File: config.mk
export PLATFORM = sky130hd
export DESIGN_NAME = alu_sequencer
export DESIGN_NICKNAME = d
export VERILOG_FILES = /design/src/rtl/alu_seq_pkg.sv /design/src/rtl/alu_seq_decode.sv /design/src/rtl/alu_sequencer.sv
export SDC_FILE = /design/constraint.sdc
export NUM_CORES = 1
export LEC_CHECK = 0
export BUFFER_PORTS_ARGS = -buffer_cell sky130_fd_sc_hd__buf_4
export CORE_MARGIN = 8
export CORE_UTILIZATION = 40
export CTS_BUF_LIST = sky130_fd_sc_hd__clkbuf_2 sky130_fd_sc_hd__clkbuf_4 sky130_fd_sc_hd__clkbuf_8
export DETAILED_ROUTE_END_ITERATION = 10
export GPL_TIMING_DRIVEN = 0
export SLEW_MARGIN = 25
export SYNTH_ARGS = -nofsm -noshare
export SYNTH_HDL_FRONTEND = slang
export SYNTH_HIERARCHICAL = 1
export SYNTH_SLANG_ARGS = --single-unit
File: constraint.sdc
create_clock -name i_Clk -period 4 [get_ports i_Clk]
set_clock_uncertainty 0.1 [all_clocks]
set_input_delay 0.2 -clock i_Clk [delete_from_list [all_inputs] [get_ports i_Clk]]
set_output_delay 0.2 -clock i_Clk [all_outputs]
set_load 0.005 [all_outputs]
File: src/rtl/alu_seq_pkg.sv
// Shared types and constants for the ALU instruction sequencer:
// FSM states, decode classes, ALU function-control bits and opcode patterns.
package alu_seq_pkg;

  localparam int unsigned DATA_W = 8;
  localparam int unsigned FC_W   = 6;
  localparam int unsigned REG_W  = 3;

  typedef enum logic [1:0] {
    ST_IDLE = 2'd0,
    ST_EXEC = 2'd1,
    ST_WB   = 2'd2
  } state_e;

  typedef enum logic [2:0] {
    CLS_ILLEGAL = 3'd0,
    CLS_MAIN    = 3'd1,
    CLS_INC     = 3'd2,
    CLS_DEC     = 3'd3,
    CLS_ROTA    = 3'd4,
    CLS_MISC    = 3'd5,
    CLS_CB      = 3'd6
  } class_e;

  // Bit positions inside the ALU function-control word
  localparam int unsigned FC_B_ARITH  = 0;
  localparam int unsigned FC_B_INCDEC = 1;
  localparam int unsigned FC_B_DEC    = 2;
  localparam int unsigned FC_B_SHIFT  = 3;
  localparam int unsigned FC_B_ACC    = 4;
  localparam int unsigned FC_B_MISC   = 5;

  function automatic logic [FC_W-1:0] fc_bit(input int unsigned pos);
    return FC_W'(1) << pos;
  endfunction

  localparam logic [FC_W-1:0] FC_NONE = '0;
  localparam logic [FC_W-1:0] FC_MAIN = fc_bit(FC_B_ARITH);
  localparam logic [FC_W-1:0] FC_INC  = fc_bit(FC_B_INCDEC);
  localparam logic [FC_W-1:0] FC_DEC  = fc_bit(FC_B_INCDEC) | fc_bit(FC_B_DEC);
  localparam logic [FC_W-1:0] FC_ROTA = fc_bit(FC_B_SHIFT) | fc_bit(FC_B_ACC);
  localparam logic [FC_W-1:0] FC_MISC = fc_bit(FC_B_MISC);
  localparam logic [FC_W-1:0] FC_CB   = fc_bit(FC_B_SHIFT);

  localparam logic [DATA_W-1:0] OPC_CB_PREFIX = 8'hCB;
  localparam logic [DATA_W-1:0] OPC_CP_IMM    = 8'hFE;
  localparam logic [DATA_W-1:0] OPC_DAA       = 8'h27;
  localparam logic [DATA_W-1:0] OPC_CPL       = 8'h2F;
  localparam logic [4:0]        OPC_CP_REG_HI = 5'b10111;
  localparam logic [2:0]        OPC_ACC_LO    = 3'b111;
  localparam logic [2:0]        OPC_INC_LO    = 3'b100;
  localparam logic [2:0]        OPC_DEC_LO    = 3'b101;
  localparam logic [2:0]        OPC_IMM_LO    = 3'b110;
  localparam logic [2:0]        OPC_ROTA_HI   = 3'b000;
  localparam logic [2:0]        OPC_MISC_HI   = 3'b001;
  localparam logic [1:0]        OPC_CB_BIT_HI = 2'b01;
  localparam logic [REG_W-1:0]  REG_A         = 3'd7;

  typedef struct packed {
    class_e            cls;
    logic [FC_W-1:0]   fc;
    logic              save_flags;
    logic [REG_W-1:0]  dest;
    logic              writes_a;
    logic              writes_reg;
  } decode_t;

endpackage

File: src/rtl/alu_seq_decode.sv
// Combinational instruction-byte decoder: opcode plus CB-prefix flag to
// class, function control, flag-save enable and destination.
module alu_seq_decode
  import alu_seq_pkg::*;
(
  input  logic [DATA_W-1:0] opcode_i,
  input  logic              cb_flag_i,
  output decode_t           dec_o
);

  logic [REG_W-1:0] r_mid;
  logic [REG_W-1:0] r_low;

  assign r_mid = opcode_i[5:3];
  assign r_low = opcode_i[2:0];

  always_comb begin
    dec_o     = '0;
    dec_o.cls = CLS_ILLEGAL;
    if (cb_flag_i) begin
      // BIT tests only flags; RES/SET leave flags untouched
      dec_o.cls        = CLS_CB;
      dec_o.fc         = FC_CB;
      dec_o.save_flags = ~opcode_i[7];
      dec_o.dest       = r_low;
      if (opcode_i[7:6] != OPC_CB_BIT_HI) begin
        dec_o.writes_a   = (r_low == REG_A);
        dec_o.writes_reg = (r_low != REG_A);
      end
    end else if ((opcode_i[7:6] == 2'b10) ||
                 ((opcode_i[7:6] == 2'b11) && (r_low == OPC_IMM_LO))) begin
      dec_o.cls        = CLS_MAIN;
      dec_o.fc         = FC_MAIN;
      dec_o.save_flags = 1'b1;
      dec_o.dest       = REG_A;
      dec_o.writes_a   = !((opcode_i[7:3] == OPC_CP_REG_HI) || (opcode_i == OPC_CP_IMM));
    end else if ((opcode_i[7:6] == 2'b00) && (r_low == OPC_INC_LO)) begin
      dec_o.cls        = CLS_INC;
      dec_o.fc         = FC_INC;
      dec_o.save_flags = 1'b1;
      dec_o.dest       = r_mid;
      dec_o.writes_a   = (r_mid == REG_A);
      dec_o.writes_reg = (r_mid != REG_A);
    end else if ((opcode_i[7:6] == 2'b00) && (r_low == OPC_DEC_LO)) begin
      dec_o.cls        = CLS_DEC;
      dec_o.fc         = FC_DEC;
      dec_o.save_flags = 1'b1;
      dec_o.dest       = r_mid;
      dec_o.writes_a   = (r_mid == REG_A);
      dec_o.writes_reg = (r_mid != REG_A);
    end else if ((opcode_i[7:5] == OPC_ROTA_HI) && (r_low == OPC_ACC_LO)) begin
      dec_o.cls        = CLS_ROTA;
      dec_o.fc         = FC_ROTA;
      dec_o.save_flags = 1'b1;
      dec_o.dest       = REG_A;
      dec_o.writes_a   = 1'b1;
    end else if ((opcode_i[7:5] == OPC_MISC_HI) && (r_low == OPC_ACC_LO)) begin
      // DAA and CPL update A; SCF and CCF touch only flags
      dec_o.cls        = CLS_MISC;
      dec_o.fc         = FC_MISC;
      dec_o.save_flags = 1'b1;
      dec_o.dest       = REG_A;
      dec_o.writes_a   = (opcode_i == OPC_DAA) || (opcode_i == OPC_CPL);
    end
  end

endmodule

File: src/rtl/alu_sequencer.sv
// ALU instruction sequencer: accepts instruction bytes, drives the ALU for one
// EXEC cycle and writes back the result. Build macro: ALU_SEQ_CB_PREFIX_EN.
module alu_sequencer
  import alu_seq_pkg::*;
(
  input  logic              i_Clk,
  input  logic              i_Reset_n,
  input  logic              i_Enable,
  input  logic              i_Valid,
  output logic              o_Ready,
  input  logic [DATA_W-1:0] i_Opcode,
  input  logic [DATA_W-1:0] i_Operand,
  output logic [DATA_W-1:0] o_ALU_Opcode,
  output logic [DATA_W-1:0] o_ALU_Parameter,
  output logic [FC_W-1:0]   o_ALU_Function_Control,
  output logic              o_ALU_Save_Flags,
  output logic [1:0]        o_ALU_Write,
  output logic [DATA_W-1:0] o_ALU_Data,
  input  logic [DATA_W-1:0] i_ALU_Result,
  output logic [DATA_W-1:0] o_Result,
  output logic              o_Result_Valid,
  output logic [REG_W-1:0]  o_Dest,
  output logic              o_Done,
  output logic              o_Illegal
);

  localparam logic [1:0] WR_NONE = 2'b00;
  localparam logic [1:0] WR_A    = 2'b01;

  state_e            state_q, state_d;
  logic [DATA_W-1:0] opcode_q, opcode_d;
  logic [DATA_W-1:0] operand_q, operand_d;
  decode_t           dec_q, dec_d;
  decode_t           dec_w;
  logic              cb_flag;
  logic              prefix_hit;
  logic              accept;

  logic              ready_q, ready_d;
  logic [DATA_W-1:0] alu_opcode_q, alu_opcode_d;
  logic [DATA_W-1:0] alu_param_q, alu_param_d;
  logic [FC_W-1:0]   alu_fc_q, alu_fc_d;
  logic              alu_save_q, alu_save_d;
  logic [1:0]        alu_write_q, alu_write_d;
  logic [DATA_W-1:0] alu_data_q, alu_data_d;
  logic [DATA_W-1:0] result_q, result_d;
  logic              result_valid_q, result_valid_d;
  logic [REG_W-1:0]  dest_q, dest_d;
  logic              done_q, done_d;
  logic              illegal_q, illegal_d;

`ifdef ALU_SEQ_CB_PREFIX_EN
  logic cb_pending_q, cb_pending_d;

  assign cb_flag    = cb_pending_q;
  assign prefix_hit = !cb_pending_q && (i_Opcode == OPC_CB_PREFIX);

  always_ff @(posedge i_Clk or negedge i_Reset_n) begin
    if (!i_Reset_n) begin
      cb_pending_q <= 1'b0;
    end else if (i_Enable) begin
      cb_pending_q <= cb_pending_d;
    end
  end

  // Prefix arms on its own byte and is consumed by the next accepted byte
  always_comb begin
    cb_pending_d = cb_pending_q;
    if (accept) begin
      cb_pending_d = prefix_hit;
    end
  end
`else
  assign cb_flag    = 1'b0;
  assign prefix_hit = 1'b0;
`endif

  alu_seq_decode u_decode (
    .opcode_i  (i_Opcode),
    .cb_flag_i (cb_flag),
    .dec_o     (dec_w)
  );

  assign accept = (state_q == ST_IDLE) && ready_q && i_Valid;

  // Next state and operation registers
  always_comb begin
    state_d   = state_q;
    opcode_d  = opcode_q;
    operand_d = operand_q;
    dec_d     = dec_q;
    result_d  = result_q;
    case (state_q)
      ST_IDLE: begin
        if (accept && !prefix_hit) begin
          state_d   = ST_EXEC;
          opcode_d  = i_Opcode;
          operand_d = i_Operand;
          dec_d     = dec_w;
        end
      end
      ST_EXEC: begin
        if (dec_q.cls != CLS_ILLEGAL) begin
          result_d = i_ALU_Result;
        end
        state_d = (dec_q.writes_a || dec_q.writes_reg) ? ST_WB : ST_IDLE;
      end
      ST_WB:   state_d = ST_IDLE;
      default: state_d = ST_IDLE;
    endcase
  end

  // Outputs are registered, so they are computed from the state being entered
  always_comb begin
    ready_d        = (state_d == ST_IDLE);
    alu_opcode_d   = '0;
    alu_param_d    = '0;
    alu_fc_d       = FC_NONE;
    alu_save_d     = 1'b0;
    alu_write_d    = WR_NONE;
    alu_data_d     = '0;
    result_valid_d = 1'b0;
    dest_d         = '0;
    done_d         = 1'b0;
    illegal_d      = 1'b0;
    case (state_d)
      ST_EXEC: begin
        alu_opcode_d = opcode_d;
        alu_param_d  = operand_d;
        alu_fc_d     = dec_d.fc;
        alu_save_d   = dec_d.save_flags;
        done_d       = !(dec_d.writes_a || dec_d.writes_reg);
        illegal_d    = (dec_d.cls == CLS_ILLEGAL);
      end
      ST_WB: begin
        done_d = 1'b1;
        if (dec_d.writes_a) begin
          alu_write_d = WR_A;
          alu_data_d  = result_d;
        end
        if (dec_d.writes_reg) begin
          result_valid_d = 1'b1;
          dest_d         = dec_d.dest;
        end
      end
      default: ;
    endcase
  end

  always_ff @(posedge i_Clk or negedge i_Reset_n) begin
    if (!i_Reset_n) begin
      state_q        <= ST_IDLE;
      opcode_q       <= '0;
      operand_q      <= '0;
      dec_q          <= '0;
      ready_q        <= 1'b1;
      alu_opcode_q   <= '0;
      alu_param_q    <= '0;
      alu_fc_q       <= FC_NONE;
      alu_save_q     <= 1'b0;
      alu_write_q    <= WR_NONE;
      alu_data_q     <= '0;
      result_q       <= '0;
      result_valid_q <= 1'b0;
      dest_q         <= '0;
      done_q         <= 1'b0;
      illegal_q      <= 1'b0;
    end else if (i_Enable) begin
      state_q        <= state_d;
      opcode_q       <= opcode_d;
      operand_q      <= operand_d;
      dec_q          <= dec_d;
      ready_q        <= ready_d;
      alu_opcode_q   <= alu_opcode_d;
      alu_param_q    <= alu_param_d;
      alu_fc_q       <= alu_fc_d;
      alu_save_q     <= alu_save_d;
      alu_write_q    <= alu_write_d;
      alu_data_q     <= alu_data_d;
      result_q       <= result_d;
      result_valid_q <= result_valid_d;
      dest_q         <= dest_d;
      done_q         <= done_d;
      illegal_q      <= illegal_d;
    end
  end

  assign o_Ready                = ready_q;
  assign o_ALU_Opcode           = alu_opcode_q;
  assign o_ALU_Parameter        = alu_param_q;
  assign o_ALU_Function_Control = alu_fc_q;
  assign o_ALU_Save_Flags       = alu_save_q;
  assign o_ALU_Write            = alu_write_q;
  assign o_ALU_Data             = alu_data_q;
  assign o_Result               = result_q;
  assign o_Result_Valid         = result_valid_q;
  assign o_Dest                 = dest_q;
  assign o_Done                 = done_q;
  assign o_Illegal              = illegal_q;

endmodule

==> results of run 1 <==
==> registers in the layout, summed over array words and instances, names as in the netlist <==
signal and count:
o_ALU_Save_Flags 1, state_q 2, o_ALU_Function_Control 6, o_Dest 3
o_ALU_Write 1, opcode_q 8, o_Ready 1, operand_q 8
o_ALU_Opcode 8, o_Result_Valid 1, o_Done 1, o_Result 8
o_ALU_Data 8, dec_q 15, o_ALU_Parameter 8, o_Illegal 1
==> metal layers <==
layer / routed length [um] / up-vias
met5: 0 / -
met4: 92 / 0
met3: 501 / 6
met2: 4150 / 65
met1: 3890 / 1332
li1: - / 1343
==> worst register-to-register path, stage by stage, from the launching register on <==
cell and delay, ns:
dfstp_2 0.54, nor4bb_1 0.22, buf_4 0.21, inv_2 0.05, buf_6 0.15, buf_6 0.17
ha_1 0.20, nand2_1 0.13, a21o_1 0.10, buf_2 0.23, o22ai_1 0.13
==> where the power goes <==
| part | leakage (nW) | total [W] | switching (W) | internal, W |
|---|---|---|---|---|
| registers | 1.04 | 0.00122 | 0.000153 | 0.00107 |
| clock network | 0.0862 | 0.000542 | 0.000311 | 0.000231 |
| logic | 1.19 | 0.000953 | 0.000418 | 0.000534 |
| total | 2.31 | 0.00272 | 0.000883 | 0.00184 |
==> synthesized netlist by cell type (2+ instances only) <==
cell	count	area share, %
a21oi_1	4	0.53
a22oi_1	3	0.59
and2_1	2	0.33
and3_1	2	0.33
buf_2	3	0.40
buf_4	3	0.59
buf_6	6	1.8
clkbuf_1	7	0.69
dfrtp_1	79	52
ha_1	3	0.99
inv_1	43	4.3
mux2_1	19	5.7
mux2_2	22	6.5
mux2i_1	32	8.5
nand2_1	9	0.89
nand2b_1	3	0.50
nand3_1	3	0.40
nor2_1	6	0.59
nor2_4	2	0.59
nor3_1	3	0.40
nor3b_1	2	0.40
o21ai_0	9	1.2
o21ai_1	2	0.26
o22ai_1	34	5.6
o31ai_1	2	0.40
==> worst max path at each step <==
stage | startpoint | to
2_1_floorplan | o_Ready$_DFFE_PN1P_ | o_ALU_Write[0]$_DFFE_PN0P_
5_1_grt | o_Ready$_DFFE_PN1P_ | o_ALU_Data[4]$_DFFE_PN0P_
6_report | o_Ready$_DFFE_PN1P_ | o_ALU_Data[3]$_DFFE_PN0P_
3_3_place_gp | o_Ready$_DFFE_PN1P_ | o_ALU_Write[0]$_DFFE_PN0P_
4_1_cts | o_Ready$_DFFE_PN1P_ | o_ALU_Write[0]$_DFFE_PN0P_
3_5_place_dp | o_Ready$_DFFE_PN1P_ | o_ALU_Data[5]$_DFFE_PN0P_
==> area by class of cell <==
| type | instances | area, um2 | area share [%] |
|---|---|---|---|
| sequential | 80 | 2000 | 41.4 |
| multi-input combinational | 187 | 1500 | 31.1 |
| timing repair buffer | 90 | 722 | 14.9 |
| inverter | 44 | 165 | 3.41 |
| tap | 111 | 139 | 2.87 |
| buffer | 19 | 131 | 2.71 |
| clock buffer | 9 | 124 | 2.56 |
| clock inverter | 7 | 55.1 | 1.14 |
==> what timing repair did <==
action | 4_1_cts | 5_1_grt
hold endpoints to repair | 95 | 0
resized for setup | 0 | 0
hold buffers | 17 | 0
==> cell usage in the layout (no fill, tap or decap), types with 7 or more instances in the layout <==
| cell | count |
|---|---|
| buf_4 | 75 |
| buf_6 | 7 |
| clkbuf_1 | 7 |
| clkbuf_8 | 9 |
| dfrtp_1 | 79 |
| dlygate4sd3_1 | 17 |
| inv_1 | 43 |
| mux2_1 | 19 |
| mux2_2 | 22 |
| mux2i_1 | 32 |
| nand2_1 | 9 |
| o21ai_0 | 9 |
| o22ai_1 | 34 |
==> through the flow <==
stage / std cells / setup slack [ns] / power, W / instance area, um2 / util [%]
floorplan: 330 / 1.93 / 0.00182 / 3800 / -
global placement: 514 / 1.67 / 0.00217 / 4490 / 48.8
detailed placement: 514 / 1.62 / 0.00220 / 4490 / 48.8
CTS: 547 / 1.61 / 0.00276 / 4840 / 52.6
global route: 547 / 1.48 / 0.00293 / 4840 / 52.7
finish: 547 / 1.64 / 0.00272 / 4840 / 52.7
==> logic make-up (layout without fill, tap and decap cells) <==
kind of cell | count (synthesis) | count (layout)
flip-flops | 80 | 80
multiplexers | 73 | 73
buffers and inverters | 63 | 169
AO/OA/AOI/OAI | 62 | 62
AND/OR/NAND/NOR | 43 | 43
adder cells (fa/ha/maj) | 3 | 3
other | 1 | 6
==> flow_summary.json, run 1 <==
{
  "cp_num_cells": 10,
  "max-slew-margin-rel_pct": 51.3,
  "synth-seq-cells": 80,
  "dp_hpwl_mm": 6.08,
  "final_layout_size_suffix_gt1_share_pct": 30.0,
  "syn2layout_area_growth_pct": 28.0,
  "cts_setup_buffers": 0,
  "worstHoldPathCells": 2,
  "grt_max_degree": 81,
  "cp_top_family": "buffers and inverters",
  "hold_viol_final": 0,
  "first_iter_violations": 75,
  "vdd_ir_drop_max_v": 0.000275,
  "diodes": 0,
  "synthXorXnorAreaFrac_pct": 0,
  "final.setup.tns_ns": 0,
  "io_pins": 76,
  "p_per_area_nw_per_um2": 562,
  "grt_util_met3_pct": 4.47,
  "avgSynthCellArea_um2": 11.6,
  "wl_per_cell_um": 15.8,
  "postRouteAntennaNets": 0,
  "rsz0062_at_grt": "no",
  "worstHoldEndpoint": "opcode_q[3]$_DFFE_PN0P_",
  "start_kind": "flop",
  "period_needed_ns": 2.36,
  "min_from": "i_Opcode[3]",
  "synth_compound_area_share_pct": 10.4,
  "grt.busiest_layer": "met2",
  "fillCellCount": 856,
  "syn_inst": 325,
  "htreeDepth": 3,
  "async_flop_share_pct": 100,
  "worst_pin_slew_ns": 0.731,
  "critical_path_class": "flop to flop",
  "gp_congestion": 0.784,
  "die_w_um": 113,
  "setup_viol": 0,
  "synth_edf_count": 0,
  "finalCritPeriodShare_pct": 59.1,
  "crit_required_ns": 4.11,
  "cts_num_sinks": 80,
  "min_path_type": "input port to flop",
  "grt_util_met1_pct": 16.9,
  "cts.clk_slew.worst_paths_ns": 0.08,
  "cpMostUsedCell": "buf_6",
  "grt.overflow.total": 0,
  "rrSetupSlack_ns": 1.64,
  "grt_use_total_pct": 14.3,
  "numCtsBuffers": 9,
  "fin_hold_ws_ns": 0.0263,
  "port_buffers": 73,
  "synth_adder_area_share_pct": 0.992,
  "finalMaxSlewViolations": 0,
  "synth.cell_area_um2": 3780,
  "use_met2_pct": 23.6,
  "slowest_stage": "dfstp_2",
  "die_h_um": 113,
  "core_area_um2": 9200,
  "ys_types": 47,
  "outcome": "finished, final reports clean",
  "max_freq_mhz": 423,
  "cp_max_fo": 11,
  "r2r_end": "o_ALU_Data[3]$_DFFE_PN0P_",
  "path_cells": "nor4bb_1, buf_4, inv_2, buf_6, buf_6, ha_1, nand2_1, a21o_1, buf_2, o22ai_1",
  "crit_buf_inv": 5,
  "grt_pass1_wl_mm": 14.7,
  "cts_max_path_buffers": 2,
  "synthMuxAreaShare_pct": 20.7,
  "leakagePower_nw": 2.31,
  "wl_mm": 8.64,
  "root_buffer": "clkbuf_8",
  "grt_pass1_vias": 3042,
  "clk_latency_ns": 0.35,
  "synth_top_family_by_area": "multiplexers",
  "rows": 35,
  "critPathCaptureType": "flop",
  "reg2reg_depth": 10,
  "cp.arrival_ns": 2.48,
  "die_area_um2": 12800,
  "route.detailed.drc": 0,
  "synthSimpleGateAreaFrac_pct": 7.04,
  "max-cap-violations": 0,
  "synth-main-ff-cell": "dfrtp_1",
  "vias": 2746,
  "r2r-start": "o_Ready$_DFFE_PN1P_",
  "max_stage_delay_ns": 0.54,
  "via_per_inst": 5.02,
  "synth-seq-area-share_pct": 52.9,
  "ys_warn_count": 6,
  "final_nets": 462,
  "initial_utilization_pct": 41.2,
  "drtPass1Iterations": 4,
  "cts_tree": "built",
  "antenna_found_initial": 0
}
No activity file was read; power rests on OpenSTA's default activity.
==> inputs of run 2 (changes only) <==
- clock period: 4 -> 2 ns (I/O delays scaled with it)
==> flow_summary.json, run 2 (synthesis gave the netlist of run 1 again) <==
{
  "cts_tree": "built",
  "dp_hpwl_mm": 6.06,
  "place_ws_ns": -0.285,
  "io_pins": 76,
  "numCtsBuffers": 9,
  "initial_utilization_pct": 41.2,
  "route.detailed.drc": 0,
  "cts_max_path_buffers": 2,
  "p_per_area_nw_per_um2": 1170,
  "grt_util_met3_pct": 4.05,
  "largest_register": "dec_q",
  "r2r-start": "state_q[1]$_DFFE_PN0P_",
  "port_buffers": 73,
  "die_w_um": 113,
  "fin_cells": 564,
  "finalCritPeriodShare_pct": 95.4,
  "outcome": "finished, final reports clean",
  "vias": 2819,
  "period_needed_ns": 1.91,
  "largest_reg_flops": 15,
  "max-slew-margin-rel_pct": 51.1,
  "reg2reg_depth": 7,
  "clk_latency_ns": 0.35,
  "gp_congestion": 0.814,
  "core_area_um2": 9200,
  "cp_max_fo": 10,
  "layout_commonest_cell": "buf_4",
  "grt.busiest_layer": "met2",
  "leakagePower_nw": 2.45,
  "max-cap-violations": 0,
  "crit_required_ns": 2.16,
  "final_layout_size_suffix_gt1_share_pct": 33.1,
  "postRouteAntennaNets": 0,
  "final.setup.tns_ns": 0,
  "antenna_found_initial": 0,
  "grt_util_met1_pct": 18.9,
  "endpoint": "o_ALU_Function_Control[2]$_DFFE_PN0P_",
  "start_kind": "flop",
  "via_per_inst": 5.00,
  "diodes": 0,
  "final_nets": 479,
  "cts.clk_slew.worst_paths_ns": 0.08,
  "crit_start": "state_q[1]$_DFFE_PN0P_",
  "root_buffer": "clkbuf_8",
  "finalMaxSlewViolations": 0,
  "critical_path_class": "flop to flop",
  "drtPass1Iterations": 4,
  "vdd_ir_drop_max_v": 0.000596,
  "path_cells": "nor4bb_4, buf_4, buf_4, ha_1, nand2_2, buf_4, o22ai_1",
  "worst_pin_slew_ns": 0.733,
  "use_met2_pct": 22.0,
  "wl_per_cell_um": 15.8,
  "die_area_um2": 12800,
  "wl_mm": 8.93,
  "rows": 35,
  "layout_common_cells": "buf_4 (87), dfrtp_1 (79), inv_1 (43)",
  "grt.overflow.total": 0,
  "syn2layout_area_growth_pct": 36.0,
  "fin_ws_ns": 0.0926,
  "r2r_end": "o_ALU_Function_Control[2]$_DFFE_PN0P_",
  "critPathCaptureType": "flop",
  "max_freq_mhz": 524,
  "cpMostUsedCell": "buf_4",
  "cts_num_sinks": 80,
  "grt_use_total_pct": 14.4,
  "cp.arrival_ns": 2.07,
  "die_h_um": 113,
  "min_path_type": "input port to flop",
  "rsz0062_at_grt": "yes",
  "grt_pass1_wl_mm": 14.7,
  "grt_max_degree": 81,
  "grt_pass1_vias": 2951,
  "rrSetupSlack_ns": 0.09,
  "hold_viol_final": 0,
  "htreeDepth": 3,
  "setup_viol": 0,
  "slowest_stage": "dfrtp_1",
  "min_from": "i_Opcode[7]",
  "max_stage_delay_ns": 0.43,
  "placed_cells": 514,
  "first_iter_violations": 112
}
## run 2: worst min-delay path by stage
stage	to	slack [ns]	cells past startpoint
after CTS	o_ALU_Opcode[7]$_DFFE_PN0P_	0.02	3
after global routing	o_ALU_Opcode[0]$_DFFE_PN0P_	0.04	3
after floorplan	dec_q[0]$_DFFE_PN0P_	-0.30	0
final	o_ALU_Opcode[7]$_DFFE_PN0P_	0.03	3
after global placement	operand_q[5]$_DFFE_PN0P_	0.22	2
after detailed placement	operand_q[3]$_DFFE_PN0P_	0.23	2
## run 2: per-layer routing
metal	vias to the layer above	share of wire, %
met2	74	45
met3	10	5.8
met5	-	0
met4	0	1.4
met1	1361	48
li1	1374	-
## run 2: layout make-up
cell class	instances	area [um2]
clock buffers	10	138
plain buffers	17	123
multi-input cells	187	1570
flip-flops and latches	80	2000
repair buffers	109	888
clock inverters	6	115
fillers	806	4050
well taps	111	139
inverters	44	178
## run 2: per-stage QoR
step	total power (W)	instance area [um2]	util [%]	hold WS [ns]
2_1_floorplan	0.00366	3810	-	-0.296
3_3_place_gp	0.00435	4500	49.0	0.225
3_5_place_dp	0.00441	4500	49.0	0.228
4_1_cts	0.00602	5090	55.3	0.0166
5_1_grt	0.00643	5150	56.0	0.0432
6_report	0.00602	5150	56.0	0.0290
## run 2: power by group
| group | switching, W | internal [W] | total [W] |
|---|---|---|---|
| registers | 0.000322 | 0.00214 | 0.00247 |
| clock network | 0.000611 | 0.000870 | 0.00148 |
| logic | 0.000896 | 0.00118 | 0.00208 |
| total | 0.00183 | 0.00419 | 0.00602 |
## run 2: critical path, delay by kind of cell, from the launching register on
family	cells	cell delay, ns
flip-flops	1	0.43
buffers and inverters	3	0.57
AND/OR/NAND/NOR	2	0.41
adder cells (fa/ha/maj)	1	0.16
AO/OA/AOI/OAI	1	0.14
## run 2: timing repair
item / CTS / global route
resized for setup: 19 / 7
hold endpoints to repair: 124 / 0
hold buffers: 25 / 0
pin swaps: 1 / 2
buffers inserted: 3 / 7
cloned: 1 / 0
endpoints found under the setup margin: 32 / 37
==> inputs of run 3 (changes only) <==
- RECOVER_POWER: default -> 50
- clock period: 2 -> 2.25 ns (I/O delays scaled with it)
==> flow_summary.json, run 3 (synthesis gave the netlist of run 1 again) <==
{
  "final_layout_size_suffix_gt1_share_pct": 30.3,
  "vdd_ir_drop_max_v": 0.000487,
  "outcome": "finished, final reports clean",
  "max_freq_mhz": 461,
  "reg2reg_depth": 10,
  "largest_register": "dec_q",
  "worstHoldPathCells": 3,
  "layout_commonest_cell": "dfrtp_1",
  "min_path_type": "input port to flop",
  "vias": 2799,
  "grt_pass1_vias": 3073,
  "total_power_w": 0.00488,
  "setup_viol": 0,
  "numCtsBuffers": 9,
  "first_iter_violations": 68,
  "slowest_stage": "dlygate4sd3_1",
  "fin_hold_ws_ns": 0.0960,
  "diodes": 0,
  "max_stage_delay_ns": 0.54,
  "die_h_um": 113,
  "cts_num_sinks": 80,
  "syn2layout_area_growth_pct": 31.2,
  "grt_max_degree": 81,
  "seq_area_um2": 2000,
  "htreeDepth": 3,
  "grt_pass1_wl_mm": 15.0,
  "cp_top_family": "buffers and inverters",
  "critPathCaptureType": "flop",
  "p_per_area_nw_per_um2": 982,
  "port_buffers": 73,
  "largest_reg_flops": 15,
  "grt.overflow.total": 0,
  "placed_cells": 514,
  "cp_num_cells": 10,
  "via_per_inst": 5.03,
  "finalCritPeriodShare_pct": 96.5,
  "die_area_um2": 12800,
  "hold_viol_final": 0,
  "cpMostUsedCell": "buf_6",
  "rows": 35,
  "path_cells": "dlygate4sd3_1, buf_4, or4b_1, buf_6, nand3b_1, o311ai_2, nand2_1, a21o_1, buf_6, o22ai_1",
  "leakagePower_nw": 2.34,
  "critical_path_class": "input port to flop",
  "cp_max_fo": 11,
  "route.detailed.drc": 0,
  "wl_mm": 8.82,
  "cts.clk_slew.worst_paths_ns": 0.09,
  "cts_tree": "built",
  "period_needed_ns": 2.17,
  "layout_common_cells": "dfrtp_1 (79), buf_4 (56), inv_1 (43)",
  "start_kind": "input port",
  "rrSetupSlack_ns": 0.10,
  "worst_pin_slew_ns": 1.10,
  "max-cap-violations": 0,
  "gp_congestion": 0.784,
  "postRouteAntennaNets": 0,
  "max-slew-margin-rel_pct": 26.6,
  "clk_latency_ns": 0.35,
  "multi_input_area_um2": 1550,
  "wl_per_cell_um": 15.9,
  "root_buffer": "clkbuf_8",
  "drtPass1Iterations": 4,
  "dp_hpwl_mm": 6.08,
  "fin_cells": 556,
  "crit_required_ns": 2.43,
  "antenna_found_initial": 0,
  "io_pins": 76,
  "core_area_um2": 9200,
  "finalMaxSlewViolations": 0,
  "fillCellCount": 843,
  "initial_utilization_pct": 41.2,
  "cts_max_path_buffers": 2,
  "final_nets": 471,
  "die_w_um": 113,
  "cp.arrival_ns": 2.35,
  "grt_use_total_pct": 14.6,
  "crit_buf_inv": 4
}
-- run 3: power breakdown --
part	switching, W	internal (W)	total, W
combinational	0.000759	0.000971	0.00173
sequential	0.000277	0.00191	0.00218
clock	0.000558	0.000410	0.000968
-- run 3: layout make-up --
cell class	instances	share of cell area, %
plain buffers	19	2.82
inverters	44	3.32
repair buffers	99	15.9
clock inverters	7	1.11
well taps	111	2.80
multi-input cells	187	31.2
flip-flops and latches	80	40.3
clock buffers	9	2.49
-- run 3: stage by stage --
step	setup TNS, ns	worst slack, ns	area (um2)	utilization [%]
3_3_place_gp	-0.658	-0.0808	4490	48.8
2_1_floorplan	0	0.183	3800	-
4_1_cts	0	0.0141	4940	53.7
5_1_grt	-0.0124	-0.00573	4970	54.0
3_5_place_dp	-1.29	-0.134	4490	48.8
6_report	0	0.0789	4970	54.0
-- run 3: tightest hold or removal path, stage by stage --
cell	delay [ns]
buf_2	0.18
nand2_2	0.13
o22ai_1	0.08
-- run 3: timing repair --
action	in CTS	in global routing
gates resized for setup	3	10
setup endpoints to repair	21	23
hold endpoints to repair	122	0
hold buffers	25	0
setup buffers	1	0
-- run 3: final timing paths --
| kind | start | end |
|---|---|---|
| min | i_Enable | o_Result_Valid$_DFFE_PN0P_ |
| max reg2reg | o_Ready$_DFFE_PN1P_ | o_ALU_Write[0]$_DFFE_PN0P_ |
| min in group asynchronous | i_Reset_n | operand_q[2]$_DFFE_PN0P_ |
| max in group asynchronous | i_Reset_n | o_ALU_Opcode[6]$_DFFE_PN0P_ |
| max | i_Opcode[7] | o_ALU_Data[2]$_DFFE_PN0P_ |
| min reg2reg | operand_q[5]$_DFFE_PN0P_ | operand_q[5]$_DFFE_PN0P_ |
-- run 3: routing by layer --
layer	global-route usage [%]	routed length (um)	vias up
li1	-	-	1366
met1	17.2	3960	1361
met2	24.1	4220	63
met3	4.47	522	9
met4	5.95	119	0
met5	0	0	-
